**src/rtl/neighbor_force_scanner_if.sv**
```systemverilog
// Signal bundle between the neighbor force scanner and its environment:
// start/center request, frame-memory read port, inverse-cube LUT port and results.
interface neighbor_force_scanner_if;
    logic        start;
    logic [6:0]  center_x;
    logic [5:0]  center_y;
    logic        ready;
    logic        pix_rd_en;
    logic [6:0]  pix_addr_x;
    logic [5:0]  pix_addr_y;
    logic        pix_data;
    logic [6:0]  x_dist;
    logic [5:0]  y_dist;
    logic [19:0] inv_distance_cube;
    logic [31:0] force_x;
    logic [31:0] force_y;
    logic        done;

    // The scanner is the initiator of memory reads and LUT lookups.
    modport master (
        input  start, center_x, center_y, pix_data, inv_distance_cube,
        output ready, pix_rd_en, pix_addr_x, pix_addr_y, x_dist, y_dist,
               force_x, force_y, done
    );

    modport slave (
        output start, center_x, center_y, pix_data, inv_distance_cube,
        input  ready, pix_rd_en, pix_addr_x, pix_addr_y, x_dist, y_dist,
               force_x, force_y, done
    );
endinterface

```
**src/rtl/neighbor_force_scanner.sv**
```systemverilog
// Scans a (2R+1)^2 window around a center pixel, reads occupancy and accumulates
// signed inverse-distance-cube force components from the LUT.
module neighbor_force_scanner #(
    parameter int unsigned RADIUS = 10
) (
    input  logic                      clk,
    input  logic                      reset,
    neighbor_force_scanner_if.master  bus
);

    typedef enum logic [1:0] {StIdle, StScan, StDrain, StDone} state_e;

    localparam logic signed [7:0] RadX = 8'(RADIUS);
    localparam logic signed [6:0] RadY = 7'(RADIUS);

    state_e             state_q;
    logic [6:0]         cx_q;
    logic [5:0]         cy_q;
    logic signed [7:0]  dx_q;
    logic signed [6:0]  dy_q;
    logic               rd_en_q;
    logic [6:0]         addr_x_q;
    logic [5:0]         addr_y_q;
    logic               s1_valid_q;
    logic signed [7:0]  s1_dx_q;
    logic signed [6:0]  s1_dy_q;
    logic signed [31:0] acc_x_q, acc_y_q;
    logic signed [31:0] force_x_q, force_y_q;
    logic               done_q;
    logic               ready_q;

    logic [6:0]         cx_src;
    logic [5:0]         cy_src;
    logic signed [7:0]  nx;
    logic signed [6:0]  ny;
    logic               last_offset;
    logic               issue_next;
    logic signed [7:0]  tx;
    logic signed [6:0]  ty;
    logic               rd_next;

    // Next offset and its read strobe, registered so pix_rd_en leaves a flop.
    always_comb begin
        cx_src      = (state_q == StIdle) ? bus.center_x : cx_q;
        cy_src      = (state_q == StIdle) ? bus.center_y : cy_q;
        last_offset = (dx_q == RadX) && (dy_q == RadY);
        issue_next  = 1'b0;
        nx          = dx_q;
        ny          = dy_q;
        case (state_q)
            StIdle: begin
                if (bus.start) begin
                    issue_next = 1'b1;
                    nx         = -RadX;
                    ny         = -RadY;
                end
            end
            StScan: begin
                if (!last_offset) begin
                    issue_next = 1'b1;
                    if (dx_q == RadX) begin
                        nx = -RadX;
                        ny = dy_q + 7'sd1;
                    end else begin
                        nx = dx_q + 8'sd1;
                    end
                end
            end
            default: ;
        endcase
        tx      = $signed({1'b0, cx_src}) + nx;
        ty      = $signed({1'b0, cy_src}) + ny;
        // A negative signed target is either left/top of screen or wrapped past 127/63.
        rd_next = issue_next && !tx[7] && !ty[6];
    end

    logic signed [31:0] dx_ext, dy_ext, inv_ext;
    logic signed [31:0] prod_x, prod_y;
    logic signed [31:0] acc_x_next, acc_y_next;
    logic               hit;

    always_comb begin
        dx_ext     = {{24{s1_dx_q[7]}}, s1_dx_q};
        dy_ext     = {{25{s1_dy_q[6]}}, s1_dy_q};
        inv_ext    = {12'b0, bus.inv_distance_cube};
        prod_x     = dx_ext * inv_ext;
        prod_y     = dy_ext * inv_ext;
        hit        = s1_valid_q && bus.pix_data;
        acc_x_next = hit ? acc_x_q + prod_x : acc_x_q;
        acc_y_next = hit ? acc_y_q + prod_y : acc_y_q;
    end

    always_ff @(posedge clk) begin
        if (reset) begin
            state_q    <= StIdle;
            cx_q       <= '0;
            cy_q       <= '0;
            dx_q       <= '0;
            dy_q       <= '0;
            rd_en_q    <= 1'b0;
            addr_x_q   <= '0;
            addr_y_q   <= '0;
            s1_valid_q <= 1'b0;
            s1_dx_q    <= '0;
            s1_dy_q    <= '0;
            acc_x_q    <= '0;
            acc_y_q    <= '0;
            force_x_q  <= '0;
            force_y_q  <= '0;
            done_q     <= 1'b0;
            ready_q    <= 1'b1;
        end else begin
            dx_q       <= nx;
            dy_q       <= ny;
            rd_en_q    <= rd_next;
            if (rd_next) begin
                addr_x_q <= tx[6:0];
                addr_y_q <= ty[5:0];
            end
            s1_valid_q <= rd_en_q;
            s1_dx_q    <= dx_q;
            s1_dy_q    <= dy_q;
            acc_x_q    <= acc_x_next;
            acc_y_q    <= acc_y_next;
            done_q     <= 1'b0;
            case (state_q)
                StIdle: begin
                    if (bus.start) begin
                        cx_q    <= bus.center_x;
                        cy_q    <= bus.center_y;
                        acc_x_q <= '0;
                        acc_y_q <= '0;
                        ready_q <= 1'b0;
                        state_q <= StScan;
                    end
                end
                StScan: begin
                    if (last_offset) state_q <= StDrain;
                end
                StDrain: begin
                    // Fold in the final offset's contribution landing this cycle.
                    force_x_q <= acc_x_next;
                    force_y_q <= acc_y_next;
                    done_q    <= 1'b1;
                    state_q   <= StDone;
                end
                StDone: begin
                    ready_q <= 1'b1;
                    state_q <= StIdle;
                end
                default: state_q <= StIdle;
            endcase
        end
    end

    assign bus.ready      = ready_q;
    assign bus.pix_rd_en  = rd_en_q;
    assign bus.pix_addr_x = addr_x_q;
    assign bus.pix_addr_y = addr_y_q;
    assign bus.x_dist     = 7'(s1_dx_q[7] ? -s1_dx_q : s1_dx_q);
    assign bus.y_dist     = 6'(s1_dy_q[6] ? -s1_dy_q : s1_dy_q);
    assign bus.force_x    = force_x_q;
    assign bus.force_y    = force_y_q;
    assign bus.done       = done_q;

endmodule
```
**src/flat_wrapper.sv**
```systemverilog
// flat-port wrapper written by rule: the top's interface ports become plain ports
module neighbor_force_scanner_flat 
#(
    parameter int unsigned RADIUS = 10
)
  (clk, reset, bus_start, bus_center_x, bus_center_y, bus_pix_data, bus_inv_distance_cube, bus_ready, bus_pix_rd_en, bus_pix_addr_x, bus_pix_addr_y, bus_x_dist, bus_y_dist, bus_force_x, bus_force_y, bus_done);
  neighbor_force_scanner_if bus_i ();
  input  logic clk;
  input  logic reset;
  input wire logic [$bits(bus_i.start)-1:0] bus_start;
  input wire logic [$bits(bus_i.center_x)-1:0] bus_center_x;
  input wire logic [$bits(bus_i.center_y)-1:0] bus_center_y;
  input wire logic [$bits(bus_i.pix_data)-1:0] bus_pix_data;
  input wire logic [$bits(bus_i.inv_distance_cube)-1:0] bus_inv_distance_cube;
  output wire logic [$bits(bus_i.ready)-1:0] bus_ready;
  output wire logic [$bits(bus_i.pix_rd_en)-1:0] bus_pix_rd_en;
  output wire logic [$bits(bus_i.pix_addr_x)-1:0] bus_pix_addr_x;
  output wire logic [$bits(bus_i.pix_addr_y)-1:0] bus_pix_addr_y;
  output wire logic [$bits(bus_i.x_dist)-1:0] bus_x_dist;
  output wire logic [$bits(bus_i.y_dist)-1:0] bus_y_dist;
  output wire logic [$bits(bus_i.force_x)-1:0] bus_force_x;
  output wire logic [$bits(bus_i.force_y)-1:0] bus_force_y;
  output wire logic [$bits(bus_i.done)-1:0] bus_done;
  assign bus_i.start = bus_start;
  assign bus_i.center_x = bus_center_x;
  assign bus_i.center_y = bus_center_y;
  assign bus_i.pix_data = bus_pix_data;
  assign bus_i.inv_distance_cube = bus_inv_distance_cube;
  assign bus_ready = bus_i.ready;
  assign bus_pix_rd_en = bus_i.pix_rd_en;
  assign bus_pix_addr_x = bus_i.pix_addr_x;
  assign bus_pix_addr_y = bus_i.pix_addr_y;
  assign bus_x_dist = bus_i.x_dist;
  assign bus_y_dist = bus_i.y_dist;
  assign bus_force_x = bus_i.force_x;
  assign bus_force_y = bus_i.force_y;
  assign bus_done = bus_i.done;
  neighbor_force_scanner #(.RADIUS(RADIUS)) u_core (.clk(clk), .reset(reset), .bus(bus_i));
endmodule
```
**config.mk**
```make
export PLATFORM = sky130hd
export DESIGN_NAME = neighbor_force_scanner_flat
export DESIGN_NICKNAME = d
export VERILOG_FILES = /design/src/rtl/neighbor_force_scanner_if.sv /design/src/rtl/neighbor_force_scanner.sv /design/src/flat_wrapper.sv
export SDC_FILE = /design/constraint.sdc
export NUM_CORES = 1
export LEC_CHECK = 0
export BUFFER_PORTS_ARGS = -buffer_cell sky130_fd_sc_hd__buf_4
export CAP_MARGIN = 15
export CORE_ASPECT_RATIO = 2
export CORE_MARGIN = 5
export CORE_UTILIZATION = 35
export CTS_CLUSTER_SIZE = 40
export DETAILED_ROUTE_END_ITERATION = 7
export PLACE_DENSITY = 0.56
export SKIP_LAST_GASP = 1
export SYNTH_ARGS = -nofsm -noshare
export SYNTH_HDL_FRONTEND = slang
export SYNTH_SLANG_ARGS = --single-unit
```
**constraint.sdc**
```tcl
create_clock -name clk -period 20.1 [get_ports clk]
set_clock_uncertainty 0.05 [all_clocks]
set_input_delay 0 -clock clk [delete_from_list [all_inputs] [get_ports clk]]
set_output_delay 0 -clock clk [all_outputs]
set_load 0.02 [all_outputs]
```
* After elaboration in Yosys (flattened, before gate mapping)
Index checks and enable logic that the tools add are counted.
** Storage, ports and cells
- Input port bits :: 37
- Latch bits :: 0
- Flip-flop bits (word level) :: 190
- Output and inout bits :: 93
- RAM bits :: 0
- ROM bits :: 0
- Memories :: 0
- Word-level logic and storage cells :: 72
** Cells by class
- Shift operators :: 0
- Equal/unequal tests :: 7
- Add/sub/neg operators :: 8
- Bitwise gates (word level) :: 0
- Mux-type cells :: 27
- Magnitude comparators :: 0
- Div/mod/pow operators :: 0
- Reduce and logical (&&, ||, !) cells :: 11
- Multipliers :: 2
** Operator list (count)
- $mux W32 :: 6
- $add A32 B32 Y32 :: 2
- $mux W7 :: 5
- $mul A8 B21 Y29 :: 1
- $mul A7 B21 Y28 :: 1
- $mux W8 :: 3
- $pmux W8 S2 :: 1
- $pmux W7 S2 :: 1
- $mux W6 :: 2
- $add A8 B2 Y8 const B :: 1
- $add A8 B8 Y8 :: 1
- $eq A8 B5 Y1 const B :: 1
- $pmux W2 S4 :: 1
- $add A7 B2 Y7 const B :: 1
- $add A7 B7 Y7 :: 1
- $eq A7 B5 Y1 const B :: 1
- $neg A7 Y7 :: 1
- $neg A6 Y6 :: 1
- $reduce_and A2 Y1 :: 3
- $eq A2 B2 Y1 const B :: 2
- $logic_and A1 B1 Y1 :: 4
- $mux W1 :: 4
- $mux W2 :: 2
- $pmux W1 S2 :: 2
- other kinds (6) :: 7

* Logic depth before layout (Yosys ltp)
Gate-level depths: netlist (run 1).
- Depth after elaboration :: 8
- Mapped depth :: 31
- Mapped depth without buffers :: 29

* Worst setup path before layout (run 1)
No wires, ideal clock.
- Path kind :: reg-to-reg
- Start :: register u_core.s1_dy_q[6]
- End :: register u_core.force_y_q[31], in the netlist u_core.bus.force_y[31]
- Setup slack :: 13004 ps
- Library setup time :: 144 ps
- Arrival time :: 6901 ps
- Period minus slack after synthesis :: 7096 ps
- Required time :: 19906 ps
- Stages on the path, launching flop included :: 29
- Buffers on the path :: 3
- Cell sequence :: dfxtp_1 > clkbuf_1 > clkinv_1 > buf_1 > nor2_1 > fa_1 > fa_1 > fa_1 > inv_1 > fa_1 > inv_1 > ha_1 > a21o_1 > a21oi_1 > nor2b_1 > or4_1 > o31a_1 > o21ai_0 > nand2b_1 > a21oi_1 > xnor2_1 > ha_1 > clkbuf_1 > nand4_1 > or3_1 > o211ai_1 > xor2_1 > mux2i_1 > o311ai_0
** On the way
- Cells in the longest elaborated chain, start to end :: 3
** RTL lines
- from (decl) :: RTL line neighbor_force_scanner.sv:26 : logic signed [6:0] s1_dy_q;
- from (signal assigned) :: RTL line neighbor_force_scanner.sv:122 : s1_dy_q <= dy_q;
- $mul A7 B21 Y28 :: RTL line neighbor_force_scanner.sv:87 : prod_y = dy_ext * inv_ext;
- $add A32 B32 Y32 :: RTL line neighbor_force_scanner.sv:90 : acc_y_next = hit ? acc_y_q + prod_y : acc_y_q;
- $mux W32 :: RTL line neighbor_force_scanner.sv:90
- to (signal assigned) :: RTL line neighbor_force_scanner.sv:143 : force_y_q <= acc_y_next;
- to (decl) :: RTL line neighbor_force_scanner.sv:28 : logic signed [31:0] force_x_q, force_y_q;
Every way passes these cells.
A chain may end at the register's enable or synchronous reset.

* Worst setup path after layout (run 1)
- Start :: register u_core.s1_dy_q[6]
- End :: register u_core.force_y_q[28], in the netlist u_core.bus.force_y[28]
The elaborated chain is that of the path after synthesis.

==> results.txt, run 1 <==
----------------------------------------------------
[Run status]
  Outcome ... complete, no violations

[Yosys]
  Share of the synthesized area in compound gates (AO/OA/AOI/OAI) ... 15.6%
  Number of flops mapped to enable cells by yosys ... 0
  Share of synthesized cell area in and, or, nand and nor gates ... 19.6%
  Post-Syn Area ... 0.0212 mm²
  Primary flip-flop cell chosen by synthesis mapping ... sky130_fd_sc_hd__dfxtp_1
  Yosys synthesis warning count ... 0
  Seq cells post-synth ... 190
  Post-Synthesis Mean Instance Area ... 8.37 µm²
  Synthesized-area fraction occupied by adder cells ... 32.3%
  FFs w/ async S/R, synth ... 0%
  Mux contribution to synthesized area ... 2.53%
  Unique masters post-synth ... 84
  Largest family of logic cells by synthesized area ... adder cells
  Parity-gate share of the synthesized area counting xor and xnor cells ... 4.16%
  Synthesized net count ... 3002
  Instance count of the mapped netlist ... 2539
  Part of the Yosys area used for sequential elements ... 17.9%

[Clock tree]
  Sinks on Clock Net ... 190
  Clock root cell ... sky130_fd_sc_hd__clkbuf_16
  Clock latency of the later-clocked register in the worst-skew pair ... 510 ps
  Hold Buf Count CTS ... 15
  Number of buffers between clock root and the deepest sink ... 3
  Post-CTS clock slew at the launch and capture registers of the worst setup and hold paths ... 70 ps
  H-Tree Depth ... 4
  TritonCTS buffer count ... 25
  Number of setup buffers added after CTS ... 0
  Resized Gates After CTS ... 0
  Clock tree from TritonCTS ... yes

[Setup path]
  Count of buffer and inverter cells on the critical path ... 4
  Setup Crit Path Kind ... register to register
  Critical Path Fanout Max ... 17
  Critical path data required time ... 20460 ps
  Crit end category ... register
  CP dominant cell by count ... sky130_fd_sc_hd__a21oi_1
  Critical Path Max Stage Delay ... 670 ps
  Top Family by Delay on Critical Path ... compound AO/OA/AOI/OAI gates
  Critical path data arrival time ... 8480 ps
  Critical path's slowest cell ... sky130_fd_sc_hd__clkinv_1
  Startpoint Class ... register

[Placed design]
  Minimum setup slack after placement ... 12050 ps
  Instance area after placement ... 0.0228 mm²
  Global placer's final weighted congestion ... 0.894
  Buffers on Ports ... 129
  Half-perimeter wire length after placement ... 48.6 mm

[Routing]
  Post-route DRC ... 0
  Routed via count divided by cell count ... 5.18
  Iteration count of the initial detailed-routing pass ... 5
  Detail-routed net length per standard cell ... 17.9 µm
  Vias ... 17600
  Violation count after the first detailed-routing iteration ... 665
  Routed wire length ... 60.6 mm
  ANT nets after route ... 0

[Power and ir drop]
  Overall power of the completed layout ... 2.33 mW
  Power density of the placed cells ... 98.3 mW/mm²
  Leakage power ... 11.4 nW
  VDD IR max ... 0.0873 mV

[Global routing]
  Number of antenna violations at the first check in global routing ... 0
  Residual overflow from global routing ... 0
  Number of global-route vias before repair ... 18500
  First-pass GRT wire length ... 98.6 mm
  Largest net degree at the start of global routing ... 83
  Total track usage ... 18.5%

[Finish]
  Most frequent cells in the layout ... 319 x sky130_fd_sc_hd__inv_1, 252 x sky130_fd_sc_hd__nor2_1, 239 x sky130_fd_sc_hd__and2_1
  Post-route cell area ... 0.0237 mm²
  Synth-to-layout area growth ... 11.6%
  Number of fill cells ... 6159
  Layout cell share with drive strength beyond 1 ... 8.26%
  Antenna diodes ... 0
  Commonest non-fill, non-tap cell in the layout ... sky130_fd_sc_hd__inv_1
  Nets ... 3072

[STA]
  Slew at the pin with the worst max-slew slack ... 1000 ps
  Unrepaired setup endpoints after global routing ... no
  Setup violation total in the final timing report ... 0
  Highest achievable clock rate ... 123 MHz
  Max-slew violation total from the final report ... 0
  Worst-case headroom to the max-slew limit ... 33.2%
  Final Worst Setup Slack ... 11980 ps
  Tmin final ... 8120 ps
  Hold slack ... 238 ps
  Period utilization ... 40.4%
  Number of failing hold endpoints at the final stage ... 0
  Total negative slack for setup checks ... 0 ps

[Floorplanning]
  Core area ... 0.0601 mm²
  Die area ... 0.0660 mm²
  Standard-cell rows ... 127
  Die X-Extent ... 184 µm
  Die boundary height ... 358 µm
  I/O pins ... 130
  Effective utilization at floorplan ... 35.4%

[Worst hold path]
  Worst hold path class ... input port to register

[Job]
  Max cap viols ... 0

----------------------------------------------------
## cells in the mapped netlist, types with 6 or more instances
master                     instances  area share [%]
sky130_fd_sc_hd__fa_1            203              19
sky130_fd_sc_hd__a211oi_1         71             2.5
sky130_fd_sc_hd__nor2_1          252             4.5
sky130_fd_sc_hd__clkbuf_1         98             1.7
sky130_fd_sc_hd__inv_1           319             5.6
sky130_fd_sc_hd__o21ai_0          73             1.7
sky130_fd_sc_hd__and2_1          240             7.1
sky130_fd_sc_hd__nand2_1         154             2.7
sky130_fd_sc_hd__nor3b_1           6            0.21
sky130_fd_sc_hd__or3_1            11            0.32
sky130_fd_sc_hd__mux2_2           13            0.69
sky130_fd_sc_hd__mux2i_1          39             1.8
sky130_fd_sc_hd__a311oi_1          7            0.29
sky130_fd_sc_hd__buf_1            13            0.23
sky130_fd_sc_hd__o31a_1            7            0.29
sky130_fd_sc_hd__xnor2_1          77             3.2
sky130_fd_sc_hd__nand3_1          26            0.61
sky130_fd_sc_hd__nand4_1           9            0.27
sky130_fd_sc_hd__o21a_1           24            0.85
sky130_fd_sc_hd__a31oi_1          13            0.38
sky130_fd_sc_hd__xor2_1           24            0.99
sky130_fd_sc_hd__nand2b_1         23            0.68
sky130_fd_sc_hd__o211ai_1         10            0.35
sky130_fd_sc_hd__and3_1           14            0.41
sky130_fd_sc_hd__a21oi_1         155             3.7
sky130_fd_sc_hd__ha_1            223              13
sky130_fd_sc_hd__nor3_1           34            0.80
sky130_fd_sc_hd__o21bai_1         18            0.64
sky130_fd_sc_hd__nor2b_1          31            0.91
sky130_fd_sc_hd__a21o_1           59             2.1
sky130_fd_sc_hd__dfxtp_1         190              18
## power breakdown
group,internal [mW],switching [mW],total [mW],leakage [nW]
Clock,0.249,0.159,0.407,0.347
Sequential,0.449,0.0644,0.514,1.54
Combinational,0.565,0.845,1.41,9.50
## layout make-up
cell class | count | area, µm² | area share (%)
clock inverter | 6 | 85.1 | 0.359
clock buffer | 27 | 633 | 2.67
timing repair buffer | 163 | 1260 | 5.31
sequential | 190 | 3800 | 16.0
multi-input combinational | 1909 | 15800 | 66.5
tap | 774 | 968 | 4.08
inverter | 320 | 1200 | 5.06
## registers in the layout, indices dropped and copies added, names as in the netlist, 6 cells and up
signal and count:
u_core.cy_q 6, u_core.bus.force_x 32, u_core.dx_q 8, u_core.acc_y_q 32, u_core.cx_q 7, u_core.bus.pix_addr_y 6, u_core.bus.force_y 32, u_core.acc_x_q 32
u_core.dy_q 7, u_core.bus.pix_addr_x 7, u_core.s1_dy_q 7, u_core.s1_dx_q 8
## logic make-up (layout without fill, tap and decap cells)
kind of cell,after synthesis,in the layout
AO/OA/AOI/OAI,502,502
flip-flops,190,190
AND/OR/NAND/NOR,828,828
multiplexers,52,52
XOR/XNOR,101,101
adder cells (fa/ha/maj),426,426
buffers and inverters,440,516
## layer usage
layer	global-route usage, %	share of wire (%)	vias up
met4	7.95	4.1	0
met5	0	0	-
met3	2.46	3.3	101
met2	34.2	52	354
met1	21.1	40	8565
li1	-	-	8533
## per-stage QoR
| step | cells | util (%) |
|---|---|---|
| after detailed placement | 3340 | 38.0 |
| after global routing | 3389 | 39.5 |
| final | 3389 | 39.5 |
| after CTS | 3388 | 39.5 |
| after global placement | 3340 | 38.0 |
| after floorplan | 2539 | - |
## worst reg2reg max path, delay by kind of cell, from the launching register on
| kind | cells | cell delay, ps |
|---|---|---|
| AO/OA/AOI/OAI | 15 | 3110 |
| buffers and inverters | 4 | 860 |
| flip-flops | 1 | 630 |
| XOR/XNOR | 1 | 200 |
| adder cells (fa/ha/maj) | 6 | 2730 |
| AND/OR/NAND/NOR | 2 | 470 |
## worst paths after layout
path	startpoint	cells past startpoint	end	slack (ps)
worst max-delay path	u_core.s1_dy_q[6]	28	u_core.bus.force_y[28]	11980
worst min-delay path	bus_inv_distance_cube[0]	5	u_core.acc_x_q[0]	240
worst max register to register	u_core.s1_dy_q[6]	28	u_core.bus.force_y[28]	11980
worst min register to register	u_core.cy_q[2]	2	u_core.cy_q[2]	400
Power figures use the tool's default switching activity.
==> inputs of run 2 (changes only) <==
--- a/config.mk
+++ b/config.mk
@@ -12,7 +12,7 @@
 export CORE_UTILIZATION = 35
 export CTS_CLUSTER_SIZE = 40
 export DETAILED_ROUTE_END_ITERATION = 7
-export PLACE_DENSITY = 0.56
+export PLACE_DENSITY = 0.58
 export SKIP_LAST_GASP = 1
 export SYNTH_ARGS = -nofsm -noshare
 export SYNTH_HDL_FRONTEND = slang
==> constraint.sdc (replaced) <==
create_clock -name clk -period 7.15 [get_ports clk]
set_clock_uncertainty 0.05 [all_clocks]
set_input_delay 0 -clock clk [delete_from_list [all_inputs] [get_ports clk]]
set_output_delay 0 -clock clk [all_outputs]
set_load 0.02 [all_outputs]
==> run 2 against run 1 <==
  * Wire length is 3.8% higher
  * First-iteration DRC count up 17%
  * Clock power grew to 3.1 times the previous value
  * Critical endpoint is now u_core.bus.force_x[31]
  * Highest routed layer unchanged
==> results.txt, run 2 (synthesized netlist as in run 1, its figures left out) <==
----------------------------------------------------
[STA]
  Period utilization ... 96.5%
  Final Worst Setup Slack ... 251 ps
  Highest achievable clock rate ... 145 MHz
  Setup violation total in the final timing report ... 0
  Hold slack ... 186 ps
  Total negative slack for setup checks ... 0 ps
  Tmin final ... 6900 ps
  Max-slew violation total from the final report ... 0
  Slew at the pin with the worst max-slew slack ... 1170 ps
  Worst-case headroom to the max-slew limit ... 21.3%
  Number of failing hold endpoints at the final stage ... 0

[Routing]
  Routed wire length ... 62.9 mm
  ANT nets after route ... 0
  Iteration count of the initial detailed-routing pass ... 5
  Routed via count divided by cell count ... 5.17
  Post-route DRC ... 0
  Violation count after the first detailed-routing iteration ... 776
  Vias ... 17900
  Detail-routed net length per standard cell ... 18.1 µm

[Finish]
  Post-route cell area ... 0.0247 mm²
  Commonest non-fill, non-tap cell in the layout ... sky130_fd_sc_hd__inv_1
  Fin util ... 41.1%
  Synth-to-layout area growth ... 16.1%
  Layout Cells excl Fill ... 3467
  Layout cell share with drive strength beyond 1 ... 12.7%
  Nets ... 3150
  Antenna diodes ... 0
  Most frequent cells in the layout ... 318 x sky130_fd_sc_hd__inv_1, 249 x sky130_fd_sc_hd__nor2_1, 239 x sky130_fd_sc_hd__and2_1

[Global routing]
  First-pass GRT wire length ... 101 mm
  Number of global-route vias before repair ... 18900
  Largest net degree at the start of global routing ... 88
  Total track usage ... 19.0%
  Residual overflow from global routing ... 0
  Number of antenna violations at the first check in global routing ... 1

[Run status]
  Outcome ... complete, no violations

[Power and ir drop]
  Cell-internal power ... 3.85 mW
  Power share of the clock group ... 18.2%
  Power density of the placed cells ... 282 mW/mm²
  Overall power of the completed layout ... 6.96 mW
  VDD IR max ... 0.279 mV
  Combinational share of power ... 61.1%
  Power share of the sequential group ... 20.7%
  Leakage power ... 11.9 nW
  Sw frac ... 44.6%
  Switching component of the power ... 3.10 mW

[Setup path]
  Critical Path Fanout Max ... 10
  Startpoint Class ... register
  Critical path data required time ... 7530 ps
  Critical Path Max Stage Delay ... 540 ps
  Setup Crit Path Kind ... register to register
  Crit end category ... register
  Top Family by Delay on Critical Path ... compound AO/OA/AOI/OAI gates
  Count of buffer and inverter cells on the critical path ... 3
  Critical path's slowest cell ... sky130_fd_sc_hd__fa_1
  Critical path data arrival time ... 7270 ps

[Placed design]
  Half-perimeter wire length after placement ... 50.6 mm
  Instance area after placement ... 0.0234 mm²
  Global placer's final weighted congestion ... 0.937
  Buffers on Ports ... 129
  Count of placed standard cells including taps ... 3416
  Minimum setup slack after placement ... -218 ps

[Clock tree]
  Clock root cell ... sky130_fd_sc_hd__clkbuf_16
  Clock tree from TritonCTS ... yes
  Post-CTS clock slew at the launch and capture registers of the worst setup and hold paths ... 70 ps
  Sinks on Clock Net ... 190
  Number of buffers between clock root and the deepest sink ... 3
  Clock latency of the later-clocked register in the worst-skew pair ... 510 ps
  H-Tree Depth ... 4
  TritonCTS buffer count ... 25

[Floorplanning]
  Die X-Extent ... 184 µm
  I/O pins ... 130
  Die area ... 0.0660 mm²
  Core area ... 0.0601 mm²
  Die boundary height ... 358 µm
  Standard-cell rows ... 127
  Effective utilization at floorplan ... 35.4%

[Worst hold path]
  Worst hold path class ... input port to register

[Job]
  Max cap viols ... 0

----------------------------------------------------
[run 2: cell types whose count changed in the layout (fill, tap and decap cells not counted), sizes merged]
| cell | previous run | this run |
|---|---|---|
| buf | 147 | 226 |
| bufinv | 2 | 5 |
| clkinv | 3 | 1 |
| clkinvlp | 2 | 0 |
| clkbuf | 28 | 27 |
| inv | 319 | 320 |
[run 2: final timing paths]
path / slack (ps) / cells after the start / end / startpoint
max: 250 / 25 / u_core.bus.force_x[31] / u_core.s1_dx_q[5]
min: 190 / 4 / u_core.acc_y_q[29] / bus_pix_data
max reg2reg: 250 / 25 / u_core.bus.force_x[31] / u_core.s1_dx_q[5]
min reg2reg: 400 / 2 / u_core.cy_q[2] / u_core.cy_q[2]
[run 2: area by class of cell]
| class | instances | area [µm²] |
|---|---|---|
| Fill cell | 6136 | 35400 |
| Multi-Input combinational cell | 1909 | 16000 |
| Timing Repair Buffer | 241 | 1910 |
| Tap cell | 774 | 968 |
| Clock buffer | 27 | 643 |
| Sequential cell | 190 | 3840 |
| Clock inverter | 6 | 155 |
| Inverter | 320 | 1200 |
[run 2: what timing repair did]
action | CTS | global route
endpoints found under the hold margin | 47 | 0
hold buffers | 15 | 0
endpoints found under the setup margin | 16 | 44
pin swaps | 0 | 19
buffers inserted | 0 | 3
resized for setup | 9 | 67
[run 2: worst min-delay path, stage by stage]
cell                      delay (ps)
sky130_fd_sc_hd__buf_4           140
sky130_fd_sc_hd__and2_2          340
sky130_fd_sc_hd__nand3_1         130
sky130_fd_sc_hd__a21oi_1          70
[run 2: metal layers]
metal,track usage [%],up-vias,part of all wire (%)
li1,-,8678,-
met1,21.5,8765,39
met2,35.3,359,52
met3,2.32,110,3.5
met4,8.66,0,4.8
met5,0,-,0
[run 2: power by group through the flow]
stage,sequential (mW),clock (mW),combinational [mW]
floorplan,1.56,0,2.69
global placement,1.45,0,4.12
detailed placement,1.46,0,4.16
CTS,1.44,1.31,4.22
global route,1.46,1.35,4.74
finish,1.44,1.27,4.25
